`config.mk`:
```
export PLATFORM = sky130hd
export DESIGN_NAME = trans_assembler
export DESIGN_NICKNAME = d
export VERILOG_FILES = /design/src/rtl/trans_pkg.sv /design/src/rtl/trans_byte_packer.sv /design/src/rtl/trans_assembler.sv
export SDC_FILE = /design/constraint.sdc
export NUM_CORES = 1
export LEC_CHECK = 0
export CAP_MARGIN = 20
export CORE_UTILIZATION = 41
export DETAILED_ROUTE_END_ITERATION = 10
export PLACE_DENSITY = 0.65
export SLEW_MARGIN = 40
export SYNTH_ARGS = -nofsm -noshare
export SYNTH_HDL_FRONTEND = slang
export SYNTH_SLANG_ARGS = --single-unit
export TNS_END_PERCENT = 20
```
`constraint.sdc`:
```
create_clock -name clk -period 14.7 [get_ports clk]
set_input_delay 2.94 -clock clk [delete_from_list [all_inputs] [get_ports clk]]
set_output_delay 2.94 -clock clk [all_outputs]
set_load 0.02 [all_outputs]
```
`src/rtl/trans_pkg.sv`:
```
// Transaction word layout shared by the assembler and the validator's field decode.
package trans_pkg;

  localparam int unsigned TRANS_WIDTH     = 128;
  localparam int unsigned BYTES_PER_WORD  = 16;

  localparam int unsigned SENDER_MSB      = 127;
  localparam int unsigned SENDER_LSB      = 80;
  localparam int unsigned RECEIVER_MSB    = 79;
  localparam int unsigned RECEIVER_LSB    = 32;
  localparam int unsigned AMOUNT_MSB      = 31;
  localparam int unsigned AMOUNT_LSB      = 10;
  localparam int unsigned BLOCK_START_BIT = 9;

  typedef struct packed {
    logic [SENDER_MSB-SENDER_LSB:0]     sender;
    logic [RECEIVER_MSB-RECEIVER_LSB:0] receiver;
    logic [AMOUNT_MSB-AMOUNT_LSB:0]     amount;
    logic                               block_start;
    logic [BLOCK_START_BIT-1:0]         pass_thru;
  } trans_t;

  typedef enum logic {
    HOLD_IDLE,
    HOLD_OFFER
  } hold_state_e;

  function automatic logic amount_is_zero(input logic [TRANS_WIDTH-1:0] w);
    trans_t t;
    t = trans_t'(w);
    return (t.amount == '0);
  endfunction

endpackage

```
`src/rtl/trans_byte_packer.sv`:
```
// Byte-to-word packer: shift register, byte index, sof realignment and
// inter-byte timeout. Presents one completed word until the parent takes it.
module trans_byte_packer
  import trans_pkg::*;
#(
  parameter int unsigned TIMEOUT_CYCLES = 1024
) (
  input  logic                   clk,
  input  logic                   rst,
  input  logic [7:0]             i_data,
  input  logic                   i_valid,
  input  logic                   i_sof,
  input  logic                   i_take,
  input  logic                   i_clear,
  output logic                   o_ready,
  output logic [TRANS_WIDTH-1:0] o_asm,
  output logic                   o_full,
  output logic                   o_drop
);

  localparam int unsigned IDX_W = $clog2(BYTES_PER_WORD);
  localparam logic [IDX_W-1:0] IDX_LAST = IDX_W'(BYTES_PER_WORD - 1);
  localparam int unsigned TW = (TIMEOUT_CYCLES > 1) ? $clog2(TIMEOUT_CYCLES) : 1;
  localparam logic [TW-1:0] T_LAST = TW'((TIMEOUT_CYCLES == 0) ? 0 : TIMEOUT_CYCLES - 1);
  localparam logic TIMEOUT_EN = (TIMEOUT_CYCLES != 0);

  logic [TRANS_WIDTH-1:0] r_asm;
  logic [IDX_W-1:0]       r_idx;
  logic [TW-1:0]          r_tcnt;
  logic                   r_full;
  logic                   r_ready;

  logic w_accept;
  logic w_realign;
  logic w_timeout;
  logic w_wrap;
  logic w_full_nx;

  always_comb begin
    w_accept  = i_valid && r_ready;
    w_realign = w_accept && i_sof && (r_idx != '0);
    w_timeout = TIMEOUT_EN && !w_accept && (r_idx != '0) && (r_tcnt == T_LAST);
    w_wrap    = w_accept && !w_realign && (r_idx == IDX_LAST);
    w_full_nx = (r_full && !i_take) || w_wrap;
  end

  // ready is registered from the next full state so a completed word stalls
  // the stream on the very edge it completes.
  always_ff @(posedge clk or posedge rst) begin
    if (rst) begin
      r_asm   <= '0;
      r_idx   <= '0;
      r_tcnt  <= '0;
      r_full  <= 1'b0;
      r_ready <= 1'b0;
    end else begin
      r_full  <= w_full_nx;
      r_ready <= !w_full_nx;

      if (w_accept) begin
        r_asm <= {r_asm[TRANS_WIDTH-9:0], i_data};
      end else if (i_clear) begin
        r_asm <= '0;
      end

      if (w_realign) begin
        r_idx <= IDX_W'(1);
      end else if (w_accept) begin
        r_idx <= r_idx + IDX_W'(1);
      end else if (w_timeout) begin
        r_idx <= '0;
      end

      if (w_accept || (r_idx == '0) || w_timeout) begin
        r_tcnt <= '0;
      end else if (TIMEOUT_EN) begin
        r_tcnt <= r_tcnt + TW'(1);
      end
    end
  end

  assign o_ready = r_ready;
  assign o_asm   = r_asm;
  assign o_full  = r_full;
  assign o_drop  = w_realign || w_timeout;

endmodule

```
`src/rtl/trans_assembler.sv`:
```
// Packs an inbound byte stream into 128-bit transaction words and offers them
// on a valid/ack handshake. Optional TRANS_ASM_ZERO_FILTER_EN drops zero-amount words.
module trans_assembler
  import trans_pkg::*;
#(
  parameter int unsigned TIMEOUT_CYCLES = 1024,
  parameter int unsigned CNT_WIDTH      = 16
) (
  input  logic                   clk,
  input  logic                   rst,
  input  logic [7:0]             in_data_i,
  input  logic                   in_valid_i,
  output logic                   in_ready_o,
  input  logic                   in_sof_i,
  output logic [TRANS_WIDTH-1:0] data_o,
  output logic                   valid_o,
  input  logic                   ack_i,
  output logic [CNT_WIDTH-1:0]   word_cnt_o,
  output logic [CNT_WIDTH-1:0]   drop_cnt_o
);

  hold_state_e r_state;
  hold_state_e w_state_nx;

  logic [TRANS_WIDTH-1:0] r_data;
  logic [CNT_WIDTH-1:0]   r_word_cnt;
  logic [CNT_WIDTH-1:0]   r_drop_cnt;

  logic [TRANS_WIDTH-1:0] w_asm;
  logic w_full;
  logic w_pdrop;
  logic w_zero;
  logic w_take;
  logic w_load;
  logic w_fdrop;
  logic w_acked;

  trans_byte_packer #(
    .TIMEOUT_CYCLES(TIMEOUT_CYCLES)
  ) u_packer (
    .clk     (clk),
    .rst     (rst),
    .i_data  (in_data_i),
    .i_valid (in_valid_i),
    .i_sof   (in_sof_i),
    .i_take  (w_take),
    .i_clear (w_fdrop),
    .o_ready (in_ready_o),
    .o_asm   (w_asm),
    .o_full  (w_full),
    .o_drop  (w_pdrop)
  );

`ifdef TRANS_ASM_ZERO_FILTER_EN
  assign w_zero = amount_is_zero(w_asm);
`else
  assign w_zero = 1'b0;
`endif

  always_comb begin
    w_state_nx = r_state;
    w_take     = 1'b0;
    w_load     = 1'b0;
    w_fdrop    = 1'b0;
    w_acked    = 1'b0;
    // Filtered words never reach the holding register, whatever its state.
    if (w_full && w_zero) begin
      w_take  = 1'b1;
      w_fdrop = 1'b1;
    end
    unique case (r_state)
      HOLD_IDLE: begin
        if (w_full && !w_zero) begin
          w_load     = 1'b1;
          w_take     = 1'b1;
          w_state_nx = HOLD_OFFER;
        end
      end
      HOLD_OFFER: begin
        if (ack_i) begin
          w_acked = 1'b1;
          if (w_full && !w_zero) begin
            w_load = 1'b1;
            w_take = 1'b1;
          end else begin
            w_state_nx = HOLD_IDLE;
          end
        end
      end
      default: w_state_nx = HOLD_IDLE;
    endcase
  end

  always_ff @(posedge clk or posedge rst) begin
    if (rst) begin
      r_state    <= HOLD_IDLE;
      r_data     <= '0;
      r_word_cnt <= '0;
      r_drop_cnt <= '0;
    end else begin
      r_state <= w_state_nx;
      if (w_load) begin
        r_data <= w_asm;
      end
      if (w_acked) begin
        r_word_cnt <= r_word_cnt + CNT_WIDTH'(1);
      end
      r_drop_cnt <= r_drop_cnt + CNT_WIDTH'(w_pdrop) + CNT_WIDTH'(w_fdrop);
    end
  end

  assign data_o     = r_data;
  assign valid_o    = (r_state == HOLD_OFFER);
  assign word_cnt_o = r_word_cnt;
  assign drop_cnt_o = r_drop_cnt;

endmodule

```
==> results.py <==
metrics = {
    "status": {
        "outcome": "finished clean",
    },
    "routing": {
        "drtIter0Drc": 421,
        "drc_errors": 0,
        "routed_wirelength_um": 24800,
        "antenna_left": 0,
        "viasPerCell": 4.77,
        "dr.pass1.iters": 6,
        "vias": 7572,
        "routedWlPerCell_um": 15.6,
    },
    "synth": {
        "syn_inst": 1013,
        "syn_area_per_cell_um2": 11.7,
        "synthTopCellsByArea": "dfrtp_1 (65%), nand2_1 (13%), mux2_2 (12%)",
        "synth.cell_area_mm2": 0.0118,
        "ys_types": 40,
        "ys_seq_area_frac": 0.647,
        "synth-main-ff-cell": "dfrtp_1",
        "yosysTopAreaCellShare": 0.647,
        "syn_nets": 1032,
        "synth-edff-count": 0,
        "synth_warnings": 0,
        "ys_seq_elements": 305,
        "yosysTopAreaCell": "dfrtp_1",
        "async_reset_ff_frac": 1.00,
    },
    "global_routing": {
        "grt_start_max_net_pins": 93,
        "overflow": 0,
        "antenna_found_initial": 0,
        "track_usage": 0.173,
        "grt_pass1_wl_um": 40600,
        "grt_pass1_vias": 7743,
    },
    "layout": {
        "diodes": 0,
        "drive_gt1_frac": 0.169,
        "syn2layout_area_growth_pct": 27.5,
        "final_net_count": 1204,
    },
    "floorplan": {
        "die_w_um": 172,
        "placementRows": 61,
        "die_h_um": 172,
        "core_mm2": 0.0281,
        "ios": 175,
        "die_area_mm2": 0.0295,
        "start_util": 0.420,
    },
    "timing": {
        "period_share": 0.357,
        "finalWorstSetupSlack_ps": 9450,
        "fin_skew_ps": 17.0,
        "setup_tns_ps": 0,
        "hold_viol": 0,
        "max_freq_mhz": 190,
        "fin_crit_ps": 5250,
        "whs_ps": 470,
        "relSlewSlack": 0.500,
        "tightest_slew_ps": 750,
        "drv_slew": 0,
        "setup_violations": 0,
        "rsz0062_at_grt": "no",
    },
    "clock_tree": {
        "cts_sinks": 305,
        "cts_setup_buffers": 0,
        "tritoncts": "built",
        "cts_max_level": 2,
        "numCtsBuffers": 34,
        "path_clk_slew_ps": 60,
        "clockBufferDepth": 3,
        "clockRootBuffer": "clkbuf_16",
        "cts_hold_buf": 0,
        "clk-insertion-delay-late_ps": 500,
        "cts_resized": 0,
    },
    "power": {
        "p_per_area_mw_per_mm2": 132,
        "p_total_uw": 1990,
        "leakage_uw": 0.00759,
        "ir_drop_uv": 74.9,
    },
    "setup_path": {
        "cp-end-kind": "flop",
        "path_class": "primary input to flop",
        "rr_worst_depth": 8,
        "crit_chain": "clkdlybuf4s50_1 -> and2_4 -> nand2_1 -> a21oi_1 -> ha_1 -> nand4_1 -> nor3_1 -> nand3_1 -> xnor2_1",
        "cp_max_fo": 63,
        "cp.required_ps": 15070,
        "cp.arrival_ps": 5630,
        "critPathMaxStageDelay_ps": 650,
        "r2r-end": "drop_cnt_o[10]",
        "cpMaxStageDelayCell": "and2_4",
        "worstSetupStartpointType": "primary input",
        "r2r_slack_ps": 12010,
        "timing.rr.start": "u_packer.o_ready",
    },
    "placement": {
        "post-dp-hpwl_um": 15700,
        "io_buffer_count": 174,
        "place_congestion": 0.739,
        "place_ws_ps": 8960,
    },
    "worst_hold_path": {
        "hp-start": "word_cnt_o[15]",
        "hold_class": "flop to flop",
        "holdPathEnd": "word_cnt_o[15]",
        "whs_path_depth": 1,
    },
    "flow_run": {
        "drv_cap": 0,
    },
}
==> metal layers <==
metal	routed length, um	global-route usage
met5	0	0
met4	383	0.0454
met3	1590	0.0410
met2	11500	0.284
met1	11300	0.230
==> area by class of cell <==
cell class | instances | area (um^2)
fillers | 2533 | 13000
repair buffers | 180 | 1800
flip-flops and latches | 305 | 7630
clock buffers | 52 | 1060
clock inverters | 9 | 151
well taps | 378 | 473
multi-input cells | 655 | 3890
inverters | 9 | 41.3
==> worst max-delay path by stage <==
| stage | to | slack, ps | from | cells after the start |
|---|---|---|---|---|
| after global placement | data_o[114] | 8980 | rst | 4 |
| after CTS | drop_cnt_o[10] | 9470 | in_valid_i | 9 |
| after floorplan | data_o[0] | 3330 | rst | 1 |
| after global routing | drop_cnt_o[10] | 9140 | in_valid_i | 9 |
| final | drop_cnt_o[10] | 9450 | in_valid_i | 9 |
| after detailed placement | drop_cnt_o[10] | 8960 | in_valid_i | 9 |
==> Yosys cell counts (all sizes together) (6+ instances only) <==
cell type	instances
buf	31
clkbuf	13
dfrtp	305
ha	6
inv	9
mux2	129
nand2	404
nand3	18
nand4	9
nor2	16
nor3	10
xnor2	26
xor2	11
==> through the flow <==
stage / std cells / area, um^2 / util
4_1_cts: 1588 / 15000 / 0.535
3_3_place_gp: 1527 / 13800 / 0.492
6_report: 1588 / 15000 / 0.536
5_1_grt: 1588 / 15000 / 0.536
2_1_floorplan: 1013 / 11800 / -
3_5_place_dp: 1527 / 13800 / 0.492
==> logic make-up (layout without fill, tap and decap cells) <==
logic type / after synthesis / in the layout / share of synthesized area
muxes: 129 / 129 / 0.123
adders and majority gates: 6 / 6 / 0.00636
xor gates and xnor gates: 37 / 37 / 0.0275
AOI/OAI and AO/OA: 12 / 12 / 0.00678
and+or+nand+nor: 471 / 471 / 0.164
buffers and inverters: 53 / 250 / 0.0263
DFF: 305 / 305 / 0.647
==> power breakdown <==
part           internal [uW]  leakage [uW]  total (uW)  switching [uW]
clock network            567      0.000596         896             329
logic                   50.8       0.00286         132            80.8
registers                904       0.00413         964            60.2
total                   1520       0.00759        1990             470
==> sequential cells by signal, indices dropped and copies added (netlist names) <==
| signal | cells |
|---|---|
| data_o | 128 |
| drop_cnt_o | 16 |
| u_packer.o_asm | 128 |
| u_packer.o_full | 1 |
| u_packer.o_ready | 1 |
| u_packer.r_idx | 4 |
| u_packer.r_tcnt | 10 |
| valid_o | 1 |
| word_cnt_o | 16 |
==> critical path, delay by kind of cell <==
family | cells | cell delay [ps]
and+or+nand+nor | 5 | 1430
AOI/OAI and AO/OA | 1 | 240
xor gates and xnor gates | 1 | 140
buffers and inverters | 1 | 600
adders and majority gates | 1 | 250
==> cell usage in the layout, fill, tap and decap left out, types with 2 or more instances in the layout <==
cell type        instances
xnor2_1                 26
nor2_1                  16
ha_1                     6
mux2_2                 129
nand2_1                402
clkinv_2                 3
o21ai_1                  3
a21oi_1                  3
clkbuf_8                12
buf_4                    2
bufinv_16                4
nor3_1                   9
nand4_1                  8
buf_6                    4
nand2b_1                 2
nor3b_1                  2
clkdlybuf4s50_1        174
clkbuf_1                 5
nand3_1                 16
clkbuf_16               35
dfrtp_1                305
xor2_1                  11
inv_1                    8
Power figures use the tool's default switching activity.
==> variant 1, RTL diff (same settings) <==
Build with the macro `TRANS_ASM_ZERO_FILTER_EN` defined.
--- a/src/rtl/trans_assembler.sv
+++ b/src/rtl/trans_assembler.sv
@@ -1,4 +1,6 @@
 // Packs an inbound byte stream into 128-bit transaction words and offers them
 // on a valid/ack handshake. Optional TRANS_ASM_ZERO_FILTER_EN drops zero-amount words.
+`define TRANS_ASM_ZERO_FILTER_EN
+
 module trans_assembler
   import trans_pkg::*;
Formal check against the unedited RTL: same outputs for any inputs over 4 cycles, from zero or initial values and one cycle with rst high; that may be too few to reach the edited logic, so the function may still have changed.
==> variant 1 against the unedited design <==
Sequential cell count is the same; final area grew 3.0%; register-to-register slack lost 0.22 ns; total power shrank 1.2%; area after synthesis grew 5.8%; non-clock buffer count grew 2; via count grew 5.4%; wire length grew 8.8%; setup slack gained 0.043 ns; critical endpoint unchanged.
==> variant 1: results (changes against the unedited design) <==
Worst setup path
  • Max Fanout on Critical Path: 62 (was 63)
  • Slowest CP cell: clkdlybuf4s50_1 (was and2_4)
  • R2R Path Start: u_packer.o_asm[27]$_DFFE_PP0P_ (was u_packer.o_ready$_DFF_PP0_)
  • Critical R2R Capture: drop_cnt_o[11]$_DFF_PP0_ (was drop_cnt_o[10]$_DFF_PP0_)
  • Worst path max stage delay: 0.54 ns (was 0.65 ns)
  • CP Data Arrival Time: 5.62 ns (was 5.63 ns)

Finish
  • Clock buf/inv share: 0.0635 (was 0.0805)
  • Number of clock-tree buffers in the layout: 44 (was 52)
  • Non-Clock Buffer Area Fraction: 0.119 (was 0.120)
  • Final Net Count: 1210 (was 1204)
  • Layout Utilization: 0.520 (was 0.536)
  • Signal buffers: 182 (was 180)
  • Number of non-clock inverters in the layout: 5 (was 9)
  • Multi-input gate count: 666 (was 655)

Global routing
  • Gr usage total: 0.176 (was 0.173)
  • Met3 Use GR: 0.0252 (was 0.0410)
  • Met2 Track Usage GR: 0.266 (was 0.284)
  • First-pass GRT wire length: 44200 um (was 40600 um)
  • Largest net degree at the start of global routing: 124 (was 93)
  • Grt peak-use layer: met1 (was met2)
  • Vias in the first global route: 7936 (was 7743)

Status
  • Outcome: completed (unchanged)

Logic synthesis
  • Synth cell types: 39 (was 40)
  • Syn_nets: 1050 (was 1032)

STA
  • Tightest hold margin: 0.474 ns (was 0.470 ns)
  • Worst Skew: 0.00994 ns (was 0.0170 ns)
  • Worst-Margin Slew: 0.781 ns (was 0.750 ns)
  • Tmin final: 5.21 ns (was 5.25 ns)

Drt
  • Wire length on met1: 13200 um (was 11300 um)
  • Detail Route met2 WL: 12200 um (was 11500 um)
  • Met3 wire length: 1220 um (was 1590 um)
  • Vias per cell: 4.99 (was 4.77)

Pwr
  • Net Sw Frac: 0.254 (was 0.236)
  • Worst VDD drop: 0.0844 mV (was 0.0749 mV)

Place
  • Dpl cell area: 0.0145 mm2 (was 0.0138 mm2)
  • Dpl hpwl: 16900 um (was 15700 um)

Clock network
  • Total CTS buffers: 31 (was 34)

Floorplan
  • Tap cells: 390 (was 378)
## variant 1: cell types whose count changed in the layout (fill, tap and decap cells not counted), moves of 5 or more
cell	change
and4_1	+8
mux2_2	-120
o21ai_1	+51
nor3_1	-5
mux2_4	+120
xnor2_1	-9
xor2_1	+9
o21ai_0	+52
and3_1	+5
nand2_1	-106
## variant 1: kinds of logic after synthesis
group,count (synthesis),share of synthesized area
AND/OR/NAND/NOR,375,0.125
flip-flops,305,0.611
multiplexers,129,0.152
AO/OA/AOI/OAI,119,0.0502
buffers and inverters,60,0.0293
XOR/XNOR,37,0.0259
adder cells (fa/ha/maj),6,0.00661
## variant 1: power groups by stage
stage / Sequential [mW] / Clock, mW / Combinational (mW)
floorplan: 1.02 / 0 / 0.112
global placement: 1.01 / 0 / 0.209
detailed placement: 1.01 / 0 / 0.216
CTS: 1.00 / 0.777 / 0.217
global route: 1.01 / 0.808 / 0.238
finish: 1.00 / 0.755 / 0.212
==> variant 2, RTL diff (same flow settings) <==
Made on the original files. Put one more register stage on the output `word_cnt_o`, without a reset. The value now appears one clock later. The other outputs are not delayed to match.
--- a/src/rtl/trans_assembler.sv
+++ b/src/rtl/trans_assembler.sv
@@ -112,5 +112,7 @@
   assign data_o     = r_data;
   assign valid_o    = (r_state == HOLD_OFFER);
-  assign word_cnt_o = r_word_cnt;
+  always_ff @(posedge clk) begin
+    word_cnt_o <= r_word_cnt;
+  end
   assign drop_cnt_o = r_drop_cnt;
 
Behaviour: same outputs for any inputs over 4 cycles, from zero or initial values and one cycle with rst high; that may be too few to reach the edited logic, so the function may still have changed.
==> variant 2 against the unedited design <==
Setup slack improved by 0.12 ns; total power up 12%; sequential share of layout area up 1.3 points; sequential cell count rose by 16; area after synthesis grew 1.5%; wire length decreased by 8.3%; final area rose by 1.7%; hold slack got worse by 0.076 ns; highest routed layer unchanged.
==> variant 2: results (changes against the unedited design) <==
Min path
  • Hold path cells: 0 (was 1)

Finish
  • Clock buf/inv share: 0.0751 (was 0.0805)
  • Number of clock-tree buffers in the layout: 50 (was 52)
  • Area Overhead vs Synth: 27.6% (was 27.5%)
  • Multi-input combinational area share: 0.253 (was 0.258)
  • Fill count: 2393 (was 2533)
  • Layout cells sized above 1: 0.337 (was 0.169)
  • Multi-input gate count: 402 (was 655)
  • Non-Clock Buffer Area Fraction: 0.118 (was 0.120)
  • Sequential share of cell area: 0.520 (was 0.507)

STA
  • Worst Skew: 0.0237 ns (was 0.0170 ns)
  • Final Max Tran Viols: 0 (unchanged)
  • Slew headroom: 0.475 (was 0.500)

Clock network
  • Clock sinks: 321 (was 305)
  • H-tree depth: 2 (unchanged)
  • Reg clk slew, reported paths: 0.06 ns (about the same)

Pwr
  • Leakage Power: 7.02 nW (was 7.59 nW)
  • Worst VDD drop: 0.0886 mV (was 0.0749 mV)

Place
  • Dpl cell area: 0.0141 mm2 (was 0.0138 mm2)
  • Post-Place Cells: 1296 (was 1527)
  • Dpl hpwl: 14600 um (was 15700 um)
  • Pre-CTS setup slack: 9.00 ns (was 8.96 ns)
  • Gpl congestion: 0.780 (was 0.739)

Global routing
  • First-pass GRT wire length: 37200 um (was 40600 um)
  • Initial antenna violation count: 0 (unchanged)
  • Largest net degree at the start of global routing: 102 (was 93)
  • Gr usage total: 0.154 (was 0.173)
  • Vias in the first global route: 6867 (was 7743)
  • Met1 GRT Util: 0.204 (was 0.230)

Worst setup path
  • CP Data Arrival Time: 5.56 ns (was 5.63 ns)
  • Slowest CP cell: clkdlybuf4s50_1 (was and2_4)
  • Max Fanout on Critical Path: 43 (was 63)
  • Worst path max stage delay: 0.47 ns (was 0.65 ns)

Drt
  • Routed WL: 22700 um (was 24800 um)
  • Iteration count of the initial detailed-routing pass: 4 (was 6)
  • WL per Instance: 16.7 um (was 15.6 um)
  • Met3 wire length: 1800 um (was 1590 um)
  • Initial DRC count: 284 (was 421)
  • Detail Route met2 WL: 10300 um (was 11500 um)
  • Vias per cell: 4.87 (was 4.77)
  • Wire length on met1: 10200 um (was 11300 um)

Status
  • Outcome: completed (unchanged)

Logic synthesis
  • Top cells by count, synth: 305 x dfrtp_1, 257 x mux2_2, 24 x buf_2, 22 x xnor2_1 (was 404 x nand2_1, 305 x dfrtp_1, 129 x mux2_2, 26 x xnor2_1)
  • Gate Count Post-Synth: 762 (was 1013)
  • Seq/Total Area, Yosys: 0.663 (was 0.647)
  • Syn_nets: 781 (was 1032)
  • Synth cell types: 36 (was 40)
[variant 2: changes by cell type after synthesis, moves of 4 or more]
cell / change
o21ai_0: +4
buf_6: -12
buf_2: +13
nor3_1: -5
nand2_1: -388
clkbuf_1: -13
xnor2_1: -4
and3_1: +5
mux2_2: +128
dfxtp_1: +16
[variant 2: worst paths after layout]
check / start / to / slack [ns]
min in group asynchronous: rst / data_o[68]$_DFFE_PP0P_ / 2.97
setup / recovery: in_valid_i / drop_cnt_o[10]$_DFF_PP0_ / 9.57
hold / removal: r_word_cnt[15]$_DFFE_PP0P_ / word_cnt_o[15]$_DFF_P_ / 0.39
max in group asynchronous: rst / u_packer.o_asm[1]$_DFFE_PP0N_ / 10.13
setup reg to reg: u_packer.o_ready$_DFF_PP0_ / drop_cnt_o[10]$_DFF_PP0_ / 12.10
hold reg to reg: r_word_cnt[15]$_DFFE_PP0P_ / word_cnt_o[15]$_DFF_P_ / 0.39
[variant 2: worst reg2reg max path, cell delays in order (launching register included)]
cell and delay (ns):
dfrtp_1 0.42, nand2_4 0.45, nand2_1 0.25, o21ai_0 0.31, ha_1 0.25, nand4_1 0.17
nor3_1 0.35, and3_1 0.22, xor2_1 0.14
[variant 2: cell families after synthesis]
family / after synthesis / synth area share
fa+ha+maj: 6 / 0.00626
buf+inv: 39 / 0.0153
xor+xnor: 36 / 0.0263
compound gates: 14 / 0.00731
flops: 321 / 0.663
simple gates: 89 / 0.0399
mux: 257 / 0.241
[variant 2: where the power goes]
part	leakage [nW]	total [mW]	switching, mW	internal (mW)
clock	0.568	0.866	0.335	0.531
sequential	4.11	1.15	0.119	1.03
combinational	2.35	0.219	0.0825	0.136
total	7.02	2.23	0.537	1.70
